==> src/rtl/rf_write_scheduler.sv <==
// rf_write_scheduler: zero-sweeps the register file after reset or clear, then
// arbitrates two write requesters round-robin onto a single registered write port.
module rf_write_scheduler #(
  parameter int N = 8,
  parameter int A = 3
) (
  input  logic         clk,
  input  logic         rst,
  input  logic         clr,
  input  logic         req0_valid,
  input  logic [A-1:0] req0_addr,
  input  logic [N-1:0] req0_data,
  output logic         req0_ready,
  input  logic         req1_valid,
  input  logic [A-1:0] req1_addr,
  input  logic [N-1:0] req1_data,
  output logic         req1_ready,
  output logic         we3,
  output logic [A-1:0] wa3,
  output logic [N-1:0] wd3,
  output logic         grant_id,
  output logic         init_done
);
  typedef enum logic {CLEAR, RUN} state_t;
  localparam logic [A-1:0] LAST = '1;
  state_t       state_q, state_d;
  logic [A-1:0] cnt_q, cnt_d, wa_q, wa_d;
  logic [N-1:0] wd_q, wd_d;
  logic         ptr_q, ptr_d, we_q, we_d, gid_q, gid_d, init_q, init_d, run_ok;
  always_ff @(posedge clk or negedge rst) begin
    if (!rst) begin
      state_q <= CLEAR;
      cnt_q   <= '0;
      ptr_q   <= 1'b1;
      we_q    <= 1'b0;
      wa_q    <= '0;
      wd_q    <= '0;
      gid_q   <= 1'b0;
      init_q  <= 1'b0;
    end else begin
      state_q <= state_d;
      cnt_q   <= cnt_d;
      ptr_q   <= ptr_d;
      we_q    <= we_d;
      wa_q    <= wa_d;
      wd_q    <= wd_d;
      gid_q   <= gid_d;
      init_q  <= init_d;
    end
  end
  // On a tie the requester that was not served last wins.
  assign run_ok     = (state_q == RUN) && !clr;
  assign req0_ready = run_ok && req0_valid && (!req1_valid || ptr_q);
  assign req1_ready = run_ok && req1_valid && (!req0_valid || !ptr_q);
  always_comb begin
    state_d = state_q;
    cnt_d   = cnt_q;
    ptr_d   = ptr_q;
    we_d    = 1'b0;
    wa_d    = wa_q;
    wd_d    = wd_q;
    gid_d   = gid_q;
    init_d  = init_q;
    if (state_q == CLEAR) begin
      we_d  = 1'b1;
      wa_d  = cnt_q;
      wd_d  = '0;
      cnt_d = cnt_q + 1'b1;
      if (cnt_q == LAST) begin
        state_d = RUN;
        init_d  = 1'b1;
        cnt_d   = '0;
      end
    end else begin
      if (clr) begin
        state_d = CLEAR;
        cnt_d   = '0;
        init_d  = 1'b0;
      end
      if (req0_ready || req1_ready) begin
        we_d  = 1'b1;
        wa_d  = req1_ready ? req1_addr : req0_addr;
        wd_d  = req1_ready ? req1_data : req0_data;
        gid_d = req1_ready;
        ptr_d = req1_ready;
      end
    end
  end
  assign we3       = we_q;
  assign wa3       = wa_q;
  assign wd3       = wd_q;
  assign grant_id  = gid_q;
  assign init_done = init_q;
endmodule

==> config.mk <==
export PLATFORM = sky130hd
export DESIGN_NAME = rf_write_scheduler
export DESIGN_NICKNAME = d
export VERILOG_FILES = /design/src/rtl/rf_write_scheduler.sv
export SDC_FILE = /design/constraint.sdc
export NUM_CORES = 1
export LEC_CHECK = 0
export CORE_ASPECT_RATIO = 2
export CORE_MARGIN = 4
export CORE_UTILIZATION = 25
export CTS_CLUSTER_DIAMETER = 200
export DETAILED_ROUTE_END_ITERATION = 12
export GPL_ROUTABILITY_DRIVEN = 1
export GPL_TIMING_DRIVEN = 0
export HOLD_SLACK_MARGIN = 0.15
export PLACE_DENSITY = 0.6
export SLEW_MARGIN = 30
export SYNTH_ARGS = -nofsm -noshare
export SYNTH_HDL_FRONTEND = slang
export SYNTH_SLANG_ARGS = --single-unit
==> constraint.sdc <==
create_clock -name clk -period 2.67 [get_ports clk]
set_clock_uncertainty 0.1 [all_clocks]
set_input_delay 0.267 -clock clk [delete_from_list [all_inputs] [get_ports clk]]
set_output_delay 0.267 -clock clk [all_outputs]
set_load 0.1 [all_outputs]
## Word level (Yosys, flattened, before mapping)

Index checks and enable logic that the tools add are counted.
Widths: inputs -> output; s select.

| word-level totals | value |
|---|---|
| flip-flop bits (word level) | 19 |
| bits of input ports | 27 |
| output and inout port bits | 16 |
| word-level logic and storage cells | 44 |

| cells by class | value |
|---|---|
| add/subtract/negate cells | 1 |
| equal/unequal tests | 3 |
| mux-type cells | 17 |
| reductions and logical operators | 15 |

Operators with widths:

| kind | count |
|---|---|
| $mux 8 | 3 |
| $mux 3 | 6 |
| $mux 1 | 8 |
| $logic_and 1x1->1 | 5 |
| $logic_not 1->1 | 4 |
| $reduce_and 2->1 | 2 |
| $add 3x1->3 const B | 1 |
| $eq 3x3->1 const B | 1 |
| $logic_or 1x1->1 | 3 |
| $ne 2x1->1 const B | 1 |
| $ne 2x2->1 const B | 1 |
| $reduce_bool 2->1 | 1 |

## Longest topological paths before layout

Gate-level depths: netlist of run 1.

| logic depth | value |
|---|---|
| depth in word-level cells | 7 |
| gate-level depth with buffers | 4 |
| gate-level depth less buffers | 4 |

## Least setup slack after synthesis of run 1

Ideal clock, no wire load.

| timing | value |
|---|---|
| path type | register to output |
| from | reg ptr_q |
| to | out req0_ready |
| arrival time | 1.433 ns |
| path slack | 0.870 ns |
| stages on the path, launching flop included | 3 |
| path buffers | 0 |
| cells stage by stage | dfstp_2 nand2b_1 and3_1 |

| between the ends | value |
|---|---|
| word-level cells in the longest chain between the ends | 2 |

Ends and longest elaborated chain:

| element | RTL line | source |
|---|---|---|
| start, declared | 29 | `logic ptr_q, ptr_d, we_q, we_d, gid_q, gid_d, init_q, init_d, run_ok;` |
| start signal, assigned | 43 | `ptr_q <= ptr_d;` |
| $logic_or 1x1->1 | 53 | `assign req0_ready = run_ok && req0_valid && (!req1_valid \|\| ptr_q);` |
| $logic_and 1x1->1 | 53 |  |
| end, declared | 13 | `output logic req0_ready,` |

No other way between the ends.

## Worst setup path in the final report of run 1

| timing | value |
|---|---|
| from | in clr |
| to | out req0_ready |

| between the ends | value |
|---|---|
| word-level cells in the longest chain between the ends | 4 |

Ends and longest elaborated chain:

| element | RTL line | source |
|---|---|---|
| start, declared | 9 | `input logic clr,` |
| $logic_not 1->1 | 52 | `assign run_ok = (state_q == RUN) && !clr;` |
| $logic_and 1x1->1 | 52 |  |
| $logic_and 1x1->1 (2 in a row) | 53 |  |

No other way between the ends.

==> flow_metrics.tcl, run 1 <==
set metrics [dict create \
    drive_above_1_share_pct 14.7 \
    portBuffers 42 \
    multiInputGateArea_sq_um 483 \
    power.density_mw_per_mm2 1090 \
    setup-violations-final 0 \
    drv_cap 0 \
    grt_overflow 0 \
    leakagePower_uw 0.000683 \
    maxSlewHeadroom_pct 34.8 \
    slew_violations 0 \
    wl_per_cell_um 15.2 \
    slowest_stage "dlygate4sd2_1" \
    clk_latency_ns 0.26 \
    die_y_um 99.6 \
    via_per_inst 4.85 \
    cts-root-buf "clkbuf_8" \
    crit_chain "clkdlybuf4s50_1 > and2b_1 > and3_1 > dlygate4sd2_1" \
    synthCells 103 \
    synth-edff-count 0 \
    coreArea_sq_mm 0.00409 \
    gp_congestion 0.818 \
    track_usage_pct 12.9 \
    antenna_found_initial 0 \
    finalCriticalPeriod_ns 2.52 \
    dp.cells 197 \
    num_rows 33 \
    max_freq_mhz 396 \
    syn_avg_cell_area_sq_um 10.2 \
    synth_cell_types 28 \
    hold_path_class "input pin to asynchronous set/reset pin" \
    synthToLayoutAreaGrowth_pct 51.1 \
    start_util_pct 25.7 \
    vias 979 \
    clock_sinks 19 \
    yosysTopAreaCell "dfrtp_1" \
    worst_hold_slack_ns 0.382 \
    pre_cts_slack_ns -0.329 \
    drt_iter0_markers 15 \
    cts_made_buffers 3 \
    worst_slew_pin_slew_ns 0.974 \
    crit_required_ns 2.30 \
    rsz0062_at_grt "no" \
    io-pin-count 43 \
    dr.pass1.iters 4 \
    use_met2_pct 23.2 \
    cts_buffer_depth 2 \
    async_reset_ff_share_pct 100 \
    hpwl_um 2300 \
    synth_fp_nets 132 \
    drc_errors 0 \
    synthFlopType "dfrtp_1" \
    finalCritPeriodShare_pct 94.5 \
    n_antenna_cell 0 \
    die_w_um 53.8 \
    critPathMaxStageDelay_ns 0.86 \
    yosysSeqAreaShare_pct 45.4 \
    cts_tree "done" \
    fin_util_pct 38.8 \
    cp_max_fo 6 \
    hold_violations 0 \
    busiest_layer "met2" \
    instances_no_fill 202 \
    outcome "completed" \
    timing.rr.start "state_q$_DFF_PN0_" \
    grt_use_met1_pct 14.3 \
    h-tree-depth 1 \
    yosysTopAreaCellShare_pct 42.9 \
    ys_seq_elements 19 \
    power_uw 1730 \
    synth.cell_area_sq_mm 0.00105 \
    num-fill-cells 412 \
    wl_um 3070 \
    nets 180 \
    gr-usage-met3_pct 0.750 \
    setup_ws_ns 0.147 \
    grt_first_pass_wirelength_um 5150 \
    grt_pass1_vias 1084 \
    peakVddDrop_mv 0.443 \
    critPathLaunchType "input pin" \
    final_antenna_net_count 0 \
    clkTransAtPathRegs_ns 0.08 \
    critPathCaptureType "output pin" \
    crit_type "input pin to output pin" \
    dieArea_sq_mm 0.00536 \
    rrSetupSlack_ns 1.13 \
    synth_area_leaders "dfrtp_1 43%, o311ai_2 14%, o211ai_1 5.7%" \
    cts_setup_buffers 0 \
    cp.arrival_ns 2.16 \
    yosysWarnings 0 \
    regArea_sq_um 477 \
    grt_max_degree 20 \
    cp-startpoint "clr" \
]
final cells by class:
type                            count  area share, %
Multi-Input combinational cell     63           30.4
Inverter                           15           3.55
Sequential cell                    19           30.0
Buffer                              6           2.13
Clock inverter                      1          0.315
Clock buffer                        3           2.60
Tap cell                           52           4.10
Timing Repair Buffer               43           26.8
path summary, 6_finish.rpt:
path                            cells after the start                    to
max in group asynchronous                           2     ptr_q$_DFFE_PN1P_
min in group clk                                    2  grant_id$_DFFE_PN0P_
worst min-delay path                                2    wa3[0]$_DFFE_PN0P_
worst max register to register                      4    wd3[0]$_DFFE_PN0P_
worst min register to register                      2  grant_id$_DFFE_PN0P_
worst max-delay path                                4            req0_ready
cell usage in the layout, fill, tap and decap left out, types with 4 or more instances in the layout:
| master | n |
|---|---|
| nor2_1 | 6 |
| nand2_1 | 4 |
| dfrtp_1 | 18 |
| inv_1 | 15 |
| clkdlybuf4s50_1 | 39 |
| nand3_1 | 10 |
| buf_2 | 4 |
| o311ai_2 | 9 |
| a31oi_1 | 4 |
| o211ai_1 | 8 |
per-stage QoR:
stage | setup TNS, ns | cell area [sq um]
after global routing | 0 | 1590
final | 0 | 1590
after CTS | 0 | 1580
after floorplan | 0 | 1050
after detailed placement | -0.457 | 1540
after global placement | -0.460 | 1540
critical path: cells and delay by family:
family                 cells  cell delay [ns]
buffers and inverters      2             1.32
and+or+nand+nor            2             0.56
power by group:
part	internal, uW	switching (uW)	leakage (uW)	total, uW
combinational	296	761	0.000421	1060
clock	104	102	0.0000255	206
sequential	400	69.5	0.000237	470
flip-flops by register name, summed over array words and instances, names as in the netlist:
signal     count
wd3            8
grant_id       1
init_done      1
ptr_q          1
wa3            3
we3            1
cnt_q          3
state_q        1
cells in the mapped netlist (3+ instances only):
library cell and count:
a31oi_1 4, buf_2 3, o21ai_0 3, nand2_1 4, o211ai_1 8, inv_1 15
o311ai_2 9, nor2b_1 3, nor2_1 6, nand3_1 10, dfrtp_1 18
metal layers:
layer	part of all wire (%)	vias to the layer above	routed length, um
li1	-	466	-
met1	37	470	1150
met2	56	39	1710
met3	5.0	4	153
met4	2.0	0	61
met5	0	-	0
timing repair:
| item | CTS | global route |
|---|---|---|
| endpoints found under the setup margin | 2 | 0 |
| hold buffers | 0 | 1 |
| endpoints found under the hold margin | 0 | 18 |
| resized for setup | 4 | 0 |
cell families after synthesis:
group | share of synthesized area (%)
AO/OA/AOI/OAI | 29.3
AND/OR/NAND/NOR | 14.3
buffers and inverters | 8.58
adder cells (fa/ha/maj) | 2.38
flip-flops | 45.4
Power figures use the tool's default switching activity.
==> run 2, diff against run 1 <==
CTS_BUF_LIST = sky130_fd_sc_hd__clkbuf_4   (was unset)
==> run 2 against run 1 <==
  * Critical path type unchanged
  * Non-clock buffer count stayed put
  * Combinational power hardly changed
  * Global-route usage down 0.21 points
  * First-iteration DRC count up 13%
  * Critical endpoint unchanged
  * Critical path depth did not move
==> flow_metrics.tcl, run 2 (synthesized netlist as in run 1, its figures left out) <==
set metrics [dict create \
    finalCritPeriodShare_pct 94.5 \
    cts_tree "done" \
    largest_register_ffs 8 \
    place_area_sq_mm 0.00154 \
    crit_chain "clkdlybuf4s50_1 > and2b_1 > and3_1 > dlygate4sd2_1" \
    final_common_cell "clkdlybuf4s50_1" \
    h-tree-depth 1 \
    peakVddDrop_mv 0.389 \
    start_util_pct 25.7 \
    cp_max_fo 6 \
    critPathLaunchType "input pin" \
    rsz0062_at_grt "no" \
    coreArea_sq_mm 0.00409 \
    portBuffers 42 \
    grt_overflow 0 \
    vias 962 \
    grt_first_pass_wirelength_um 5080 \
    clkTransAtPathRegs_ns 0.12 \
    outcome "completed" \
    wl_per_cell_um 14.8 \
    critPathMaxStageDelay_ns 0.86 \
    synthToLayoutAreaGrowth_pct 49.3 \
    hpwl_um 2300 \
    crit_type "input pin to output pin" \
    cp.arrival_ns 2.16 \
    crit_required_ns 2.30 \
    mostFrequentLayoutCells "39 x clkdlybuf4s50_1, 18 x dfrtp_1, 15 x inv_1" \
    dp.cells 197 \
    maxSlewHeadroom_pct 34.8 \
    clk_latency_ns 0.30 \
    instances_no_fill 202 \
    max_freq_mhz 396 \
    finalCriticalPeriod_ns 2.52 \
    cts_setup_buffers 0 \
    antenna_found_initial 0 \
    grt_pass1_vias 1075 \
    wl_um 2980 \
    cts_made_buffers 3 \
    critPathCaptureType "output pin" \
    clock_sinks 19 \
    hold_violations 0 \
    drive_above_1_share_pct 14.7 \
    dieArea_sq_mm 0.00536 \
    worst_slew_pin_slew_ns 0.974 \
    power.density_mw_per_mm2 1060 \
    power_uw 1670 \
    drv_cap 0 \
    dr.pass1.iters 4 \
    hold_path_class "input pin to asynchronous set/reset pin" \
    num_rows 33 \
    gp_congestion 0.818 \
    die_y_um 99.6 \
    leakagePower_uw 0.000675 \
    drt_iter0_markers 17 \
    cts_buffer_depth 2 \
    io-pin-count 43 \
    drc_errors 0 \
    grt_max_degree 20 \
    nets 180 \
    cts-root-buf "clkbuf_4" \
    via_per_inst 4.76 \
    setup-violations-final 0 \
    slowest_stage "dlygate4sd2_1" \
    track_usage_pct 12.7 \
    timing.rr.start "state_q$_DFF_PN0_" \
    finalInstanceArea_sq_mm 0.00157 \
    n_antenna_cell 0 \
    die_w_um 53.8 \
    cp-startpoint "clr" \
    final_antenna_net_count 0 \
    slew_violations 0 \
]
## run 2: changes by cell type in the layout (fill, tap and decap cells not counted)
| cell | previous run | this run |
|---|---|---|
| clkbuf_4 | 0 | 3 |
| clkbuf_8 | 3 | 0 |
## run 2: critical path, delay by kind of cell
family | cells | cell delay, ns
simple gates | 2 | 0.56
buf+inv | 2 | 1.32
## run 2: area by class of cell
cell class              count  area [sq um]
fillers                   414          2520
multi-input cells          63           483
flip-flops and latches     19           477
repair buffers             43           425
well taps                  52          65.1
inverters                  15          56.3
plain buffers               6          33.8
clock buffers               3          22.5
clock inverters             1          5.00
## run 2: final timing paths
check	endpoint	slack, ns	cells after the start
setup reg to reg	wd3[0]$_DFFE_PN0P_	1.13	4
min in group clk	ptr_q$_DFFE_PN1P_	0.43	2
hold reg to reg	ptr_q$_DFFE_PN1P_	0.43	2
max in group asynchronous	ptr_q$_DFFE_PN1P_	1.80	2
setup / recovery	req0_ready	0.15	4
hold / removal	wd3[6]$_DFFE_PN0P_	0.33	2
## run 2: timing repair
item	CTS	global route
setup endpoints to repair	2	0
hold buffers	0	1
hold endpoints to repair	0	18
gates resized for setup	4	0
## run 2: report_power, final
part	switching [uW]	internal, uW	leakage, uW
clock network	94.4	55.7	0.0000177
registers	67.8	400	0.000237
logic	756	294	0.000421
total	918	749	0.000675
## run 2: stage by stage
step | util, % | setup TNS (ns) | setup slack, ns | hold slack [ns]
2_1_floorplan | - | 0 | 0.870 | -0.129
3_3_place_gp | 37.6 | -0.460 | -0.349 | 0.381
3_5_place_dp | 37.6 | -0.457 | -0.329 | 0.399
4_1_cts | 38.2 | 0 | 0.148 | 0.389
5_1_grt | 38.4 | 0 | 0.0736 | 0.354
6_report | 38.4 | 0 | 0.147 | 0.327
## run 2: metal layers
layer	up-vias	wire, um	share of wire [%]	GRT usage, %
met5	-	0	0	0
met2	34	1660	56	23.0
met4	0	61	2.0	5.91
li1	467	-	-	-
met1	457	1120	38	14.1
met3	4	137	4.6	0.900
